[src/rtl/spi_loopback_top_p_if.sv]
// Parallel-side handshake bundle of the SPI loopback vehicle.
// The requester drives the word, mode and request. The engine returns status and the captured word.
interface spi_loopback_top_p_if #(
    parameter int DATA_W = 8
) ();
    logic [DATA_W-1:0] p_dat;
    logic [1:0]        mode;
    logic              tx_en;
    logic              busy;
    logic              tx_done;
    logic [DATA_W-1:0] rcvd_p_dat;
    logic              rcvd_valid;

    modport master (
        output p_dat, mode, tx_en,
        input  busy, tx_done, rcvd_p_dat, rcvd_valid
    );

    modport slave (
        input  p_dat, mode, tx_en,
        output busy, tx_done, rcvd_p_dat, rcvd_valid
    );
endinterface

[src/rtl/spi_loopback_top_p.sv]
// SPI master and an internal SPI slave joined MOSI-to-shift-register, all on clk.
// Supports all four {CPOL,CPHA} modes, programmable SCLK rate and bit order.
module spi_loopback_top_p #(
    parameter int DATA_W    = 8,
    parameter int CLK_DIV   = 4,
    parameter bit MSB_FIRST = 1'b1
) (
    input  logic                 clk,
    input  logic                 rst,
    spi_loopback_top_p_if.slave  bus,
    output logic                 sclk,
    output logic                 mosi,
    output logic                 cs_n
);
    localparam int CNT_W = $clog2(CLK_DIV);
    localparam int HP_W  = $clog2(2 * DATA_W);
    localparam int BIT_W = $clog2(DATA_W + 1);
    localparam logic [CNT_W-1:0] CNT_LAST = CNT_W'(CLK_DIV - 1);
    localparam logic [HP_W-1:0]  HP_LAST  = HP_W'(2 * DATA_W - 1);
    localparam logic [BIT_W-1:0] BIT_FULL = BIT_W'(DATA_W);

    typedef enum logic [2:0] {S_IDLE, S_LEAD, S_SHIFT, S_TRAIL, S_DONE} state_t;

    state_t            state;
    logic [CNT_W-1:0]  cnt;
    logic [HP_W-1:0]   hp;
    logic [1:0]        mode_q;
    logic [DATA_W-1:0] tx_sr;
    logic              busy_q;
    logic              done_q;
    logic              valid_q;
    logic [DATA_W-1:0] rcvd_q;

    logic              sclk_prev;
    logic              cs_prev;
    logic [DATA_W-1:0] rx_sr;
    logic [BIT_W-1:0]  rx_cnt;
    logic              sample;

    function automatic logic first_bit(input logic [DATA_W-1:0] w);
        return MSB_FIRST ? w[DATA_W-1] : w[0];
    endfunction

    function automatic logic [DATA_W-1:0] shift_out(input logic [DATA_W-1:0] w);
        return MSB_FIRST ? (w << 1) : (w >> 1);
    endfunction

    function automatic logic [DATA_W-1:0] shift_in(input logic [DATA_W-1:0] w, input logic b);
        return MSB_FIRST ? {w[DATA_W-2:0], b} : {b, w[DATA_W-1:1]};
    endfunction

    assign bus.busy       = busy_q;
    assign bus.tx_done    = done_q;
    assign bus.rcvd_valid = valid_q;
    assign bus.rcvd_p_dat = rcvd_q;

    always_ff @(posedge clk or negedge rst) begin
        if (!rst) begin
            state   <= S_IDLE;
            cnt     <= '0;
            hp      <= '0;
            mode_q  <= '0;
            tx_sr   <= '0;
            sclk    <= 1'b0;
            mosi    <= 1'b0;
            cs_n    <= 1'b1;
            busy_q  <= 1'b0;
            done_q  <= 1'b0;
            valid_q <= 1'b0;
            rcvd_q  <= '0;
        end else begin
            case (state)
                S_IDLE: begin
                    sclk <= mode_q[1];
                    if (bus.tx_en) begin
                        mode_q <= bus.mode;
                        tx_sr  <= bus.p_dat;
                        mosi   <= first_bit(bus.p_dat);
                        sclk   <= bus.mode[1];
                        cs_n   <= 1'b0;
                        busy_q <= 1'b1;
                        cnt    <= '0;
                        state  <= S_LEAD;
                    end
                end
                S_LEAD: begin
                    if (cnt == CNT_LAST) begin
                        cnt   <= '0;
                        hp    <= '0;
                        sclk  <= ~sclk;
                        state <= S_SHIFT;
                    end else begin
                        cnt <= cnt + 1'b1;
                    end
                end
                S_SHIFT: begin
                    if (cnt == CNT_LAST) begin
                        cnt <= '0;
                        if (hp == HP_LAST) begin
                            state <= S_TRAIL;
                        end else begin
                            hp   <= hp + 1'b1;
                            sclk <= ~sclk;
                            // Even hp ends on a trailing edge, odd hp on a leading one.
                            if (hp[0] == mode_q[0]) begin
                                tx_sr <= shift_out(tx_sr);
                                mosi  <= first_bit(shift_out(tx_sr));
                            end
                        end
                    end else begin
                        cnt <= cnt + 1'b1;
                    end
                end
                S_TRAIL: begin
                    if (cnt == CNT_LAST) begin
                        cnt     <= '0;
                        cs_n    <= 1'b1;
                        done_q  <= 1'b1;
                        valid_q <= 1'b1;
                        rcvd_q  <= rx_sr;
                        state   <= S_DONE;
                    end else begin
                        cnt <= cnt + 1'b1;
                    end
                end
                S_DONE: begin
                    done_q  <= 1'b0;
                    valid_q <= 1'b0;
                    busy_q  <= 1'b0;
                    state   <= S_IDLE;
                end
                default: state <= S_IDLE;
            endcase
        end
    end

    // cs_prev masks the CPOL jump that coincides with the cs_n fall.
    assign sample = !cs_n && !cs_prev && (sclk != sclk_prev)
                    && ((sclk != mode_q[1]) != mode_q[0]);

    always_ff @(posedge clk or negedge rst) begin
        if (!rst) begin
            sclk_prev <= 1'b0;
            cs_prev   <= 1'b1;
            rx_sr     <= '0;
            rx_cnt    <= '0;
        end else begin
            sclk_prev <= sclk;
            cs_prev   <= cs_n;
            if (cs_n) begin
                rx_cnt <= '0;
            end else if (sample && rx_cnt != BIT_FULL) begin
                rx_sr  <= shift_in(rx_sr, mosi);
                rx_cnt <= rx_cnt + 1'b1;
            end
        end
    end
endmodule

[src/flat_wrapper.sv]
// flat-port wrapper written by rule: the top's interface ports become plain ports
module spi_loopback_top_p_flat 
#(
    parameter int DATA_W    = 8,
    parameter int CLK_DIV   = 4,
    parameter bit MSB_FIRST = 1'b1
)
  (clk, rst, sclk, mosi, cs_n, bus_p_dat, bus_mode, bus_tx_en, bus_busy, bus_tx_done, bus_rcvd_p_dat, bus_rcvd_valid);
  spi_loopback_top_p_if #(.DATA_W(DATA_W)) bus_i ();
  input  logic clk;
  input  logic rst;
  output logic sclk;
  output logic mosi;
  output logic cs_n;
  input wire logic [$bits(bus_i.p_dat)-1:0] bus_p_dat;
  input wire logic [$bits(bus_i.mode)-1:0] bus_mode;
  input wire logic [$bits(bus_i.tx_en)-1:0] bus_tx_en;
  output wire logic [$bits(bus_i.busy)-1:0] bus_busy;
  output wire logic [$bits(bus_i.tx_done)-1:0] bus_tx_done;
  output wire logic [$bits(bus_i.rcvd_p_dat)-1:0] bus_rcvd_p_dat;
  output wire logic [$bits(bus_i.rcvd_valid)-1:0] bus_rcvd_valid;
  assign bus_i.p_dat = bus_p_dat;
  assign bus_i.mode = bus_mode;
  assign bus_i.tx_en = bus_tx_en;
  assign bus_busy = bus_i.busy;
  assign bus_tx_done = bus_i.tx_done;
  assign bus_rcvd_p_dat = bus_i.rcvd_p_dat;
  assign bus_rcvd_valid = bus_i.rcvd_valid;
  spi_loopback_top_p #(.DATA_W(DATA_W), .CLK_DIV(CLK_DIV), .MSB_FIRST(MSB_FIRST)) u_core (.clk(clk), .rst(rst), .bus(bus_i), .sclk(sclk), .mosi(mosi), .cs_n(cs_n));
endmodule
[config.mk]
export PLATFORM = sky130hd
export DESIGN_NAME = spi_loopback_top_p_flat
export DESIGN_NICKNAME = d
export VERILOG_FILES = /design/src/rtl/spi_loopback_top_p_if.sv /design/src/rtl/spi_loopback_top_p.sv /design/src/flat_wrapper.sv
export SDC_FILE = /design/constraint.sdc
export NUM_CORES = 1
export LEC_CHECK = 0
export BUFFER_PORTS_ARGS = -buffer_cell sky130_fd_sc_hd__buf_2
export CAP_MARGIN = 20
export CORE_MARGIN = 10
export CORE_UTILIZATION = 30
export CTS_CLUSTER_DIAMETER = 40
export DETAILED_ROUTE_END_ITERATION = 10
export PLACE_DENSITY = 0.53
export SLEW_MARGIN = 30
export SYNTH_ARGS = -nofsm -noshare
export SYNTH_HDL_FRONTEND = slang
export SYNTH_SLANG_ARGS = --single-unit
[constraint.sdc]
create_clock -name clk -period 4.6 [get_ports clk]
set_input_delay 0.69 -clock clk [delete_from_list [all_inputs] [get_ports clk]]
set_output_delay 0.69 -clock clk [all_outputs]
set_load 0.01 [all_outputs]
==> flow_summary.toml <==
[detailed_routing]
first_pass_iters = 4
drc = 0
ant_nets = 0
vias = 1384
drt_iter0_markers = 58
drt-wirelength-per-cell_um = 15.1
wirelength_mm = 4.35
via_per_inst = 4.81

[logic_synthesis]
yosysWarnings = 0
yosysUniqueCellTypes = 42
yosysTopAreaCellShare_pct = 51.8
synth_area_leaders = "dfrtp_1, mux2_4, nand2_1"
synth_seq_cells = 45
synthArstFlopShare_pct = 100
avgSynthCellArea_um2 = 11.3
synthCells = 183
yosys_most_used_dff = "dfrtp_1"
yosysSeqAreaShare_pct = 54.4
synth_edf_count = 0
synth_nets = 200
syn_area_mm2 = 0.00208
synth_area_leader_cell = "dfrtp_1"

[clock_network]
cts_hold_buf = 0
cts_resized = 0
cts_made_buffers = 5
cts_htree_levels = 2
numClockSinks = 45
cts_post_setup_buffers_inserted = 0
path_clk_slew_ns = 0.09
clock_latency_ns = 0.31
cts_tree = "yes"
cts_buffer_depth = 2
root_buffer = "clkbuf_8"

[sta]
slew_headroom_pct = 58.7
rsz0062_at_grt = "false"
fin_skew_ns = 0.00556
worstMarginPinSlew_ns = 0.620
fin_setup_tns_ns = 0
period_share_pct = 46.1
fmax_mhz = 471
finalHoldViolations = 0
holdWs_ns = 0.388
setup_viol = 0
drv_slew = 0
finalCriticalPeriod_ns = 2.12

[floorplanning]
io_pins = 27
die_y_um = 103
core_area_mm2 = 0.00676
fp.dieW_um = 103
start_util_pct = 30.7
dieArea_mm2 = 0.0106
rows = 30

[finish]
drive_gt1_share_pct = 26.0
antenna_cells = 0
final_cells = 288
mostFrequentLayoutCell = "dfrtp_1"
seqCellArea_mm2 = 0.00113
multi_input_comb_area_um2 = 871
n_fill_cell = 688
fin_nets = 224
areaGrowthSynthToFinish_pct = 14.2
mostFrequentLayoutCells = "dfrtp_1, nand2_1, buf_2"
post-route-util_pct = 35.1

[run_status]
status = "completed"

[critical_path]
startpoint_type = "flop"
critPathKind = "flop to flop"
crit_required_ns = 4.80
critPathArrivalTime_ns = 2.32
cp-end-kind = "flop"
worst-path-max-fanout = 15

[global_route]
grt_pass1_vias = 1481
antenna_found_initial = 0
grt_start_max_net_pins = 46
grt_usage_pct = 9.04
grt_remaining_overflow = 0
grt_pass1_wl_mm = 7.48

[run]
cap_viol_max_count = 0

[pwr]
pwr_density_cell_mw_per_mm2 = 309
ir_worst_vdd_mv = 0.116
power.leakage_nw = 1.11

[place]
hpwl_mm = 3.02
place_inst = 280
io_buffer_count = 26
gp_congestion = 0.666

[worst_hold_path]
hold_path.class = "input pin to async pin"
==> critical path, cell delays in order, from the launching register on <==
cell and delay (ns):
dfrtp_1 0.54, nor4b_2 0.57, a21oi_1 0.26, or2_2 0.45, a22o_1 0.20
==> synthesized netlist by cell type, types with 2 or more instances <==
library cell,number
dfrtp_1,43
ha_1,4
nand3_1,2
a22oi_1,7
mux2i_1,2
and3_1,2
mux2_4,8
dfstp_2,2
o2bb2ai_1,7
nand2_1,31
nor3_1,2
nand4_1,3
nor2_1,11
inv_1,5
clkbuf_1,6
mux2_2,4
xnor2_1,4
o21ai_0,7
xor2_1,3
nand2b_1,2
a21oi_1,7
==> kinds of logic (layout without fill, tap and decap cells) <==
| logic type | Yosys count | count (layout) | synth area share (%) |
|---|---|---|---|
| simple gates | 62 | 62 | 15.1 |
| flops | 45 | 45 | 54.4 |
| compound gates | 35 | 35 | 11.5 |
| buf+inv | 15 | 40 | 3.68 |
| mux | 14 | 14 | 8.92 |
| xor+xnor | 8 | 8 | 4.04 |
| fa+ha+maj | 4 | 4 | 2.41 |
==> through the flow <==
step	area [um2]	power [W]	setup slack, ns
5_1_grt	2370	0.000763	2.26
2_1_floorplan	2080	0.000415	2.60
6_report	2370	0.000732	2.48
3_5_place_dp	2250	0.000433	2.27
3_3_place_gp	2250	0.000432	2.37
4_1_cts	2370	0.000746	2.45
==> final timing paths <==
| check | start | endpoint | slack (ns) | depth (start not counted) |
|---|---|---|---|---|
| worst max register to register | u_core.state[2] | u_core.tx_sr[0] | 2.48 | 4 |
| max in group asynchronous | rst | u_core.sclk_prev | 3.82 | 1 |
| worst min register to register | u_core.cs_n | u_core.cs_prev | 0.43 | 0 |
| worst max-delay path | u_core.state[2] | u_core.tx_sr[0] | 2.48 | 4 |
| min in group clk | u_core.cs_n | u_core.cs_prev | 0.43 | 0 |
| worst min-delay path | rst | u_core.bus.rcvd_p_dat[6] | 0.39 | 1 |
==> layer usage <==
layer / global-route usage (%) / part of all wire, % / routed length (um) / vias to the layer above
met2: 13.5 / 48 / 2090 / 19
met4: 4.17 / 2.1 / 91 / 0
li1: - / - / - / 686
met5: 0 / 0 / 0 / -
met3: 1.93 / 3.2 / 138 / 7
met1: 12.2 / 47 / 2030 / 672
==> where the power goes <==
part | internal [W] | switching [W] | total, W
clock | 0.000163 | 0.000145 | 0.000308
sequential | 0.000398 | 0.00000218 | 0.000401
combinational | 0.00000919 | 0.0000140 | 0.0000232
==> flip-flops by register name, summed over array words and instances, names as in the netlist <==
name	cells
u_core.mode_q	2
u_core.bus.busy	1
u_core.state	3
u_core.sclk_prev	1
u_core.bus.tx_done	1
u_core.rx_sr	8
u_core.cnt	2
u_core.rx_cnt	4
u_core.cs_prev	1
u_core.sclk	1
u_core.hp	4
u_core.cs_n	1
u_core.tx_sr	7
u_core.bus.rcvd_p_dat	8
u_core.mosi	1
==> cell type report <==
type                            instances  area share [%]
Multi-Input combinational cell        123            36.7
Sequential cell                        45            47.6
Clock inverter                          3            1.95
Timing Repair Buffer                   26            5.60
Inverter                                6           0.950
Tap cell                               80            4.22
Clock buffer                            5            2.90
(Power assumes the default switching activity.)
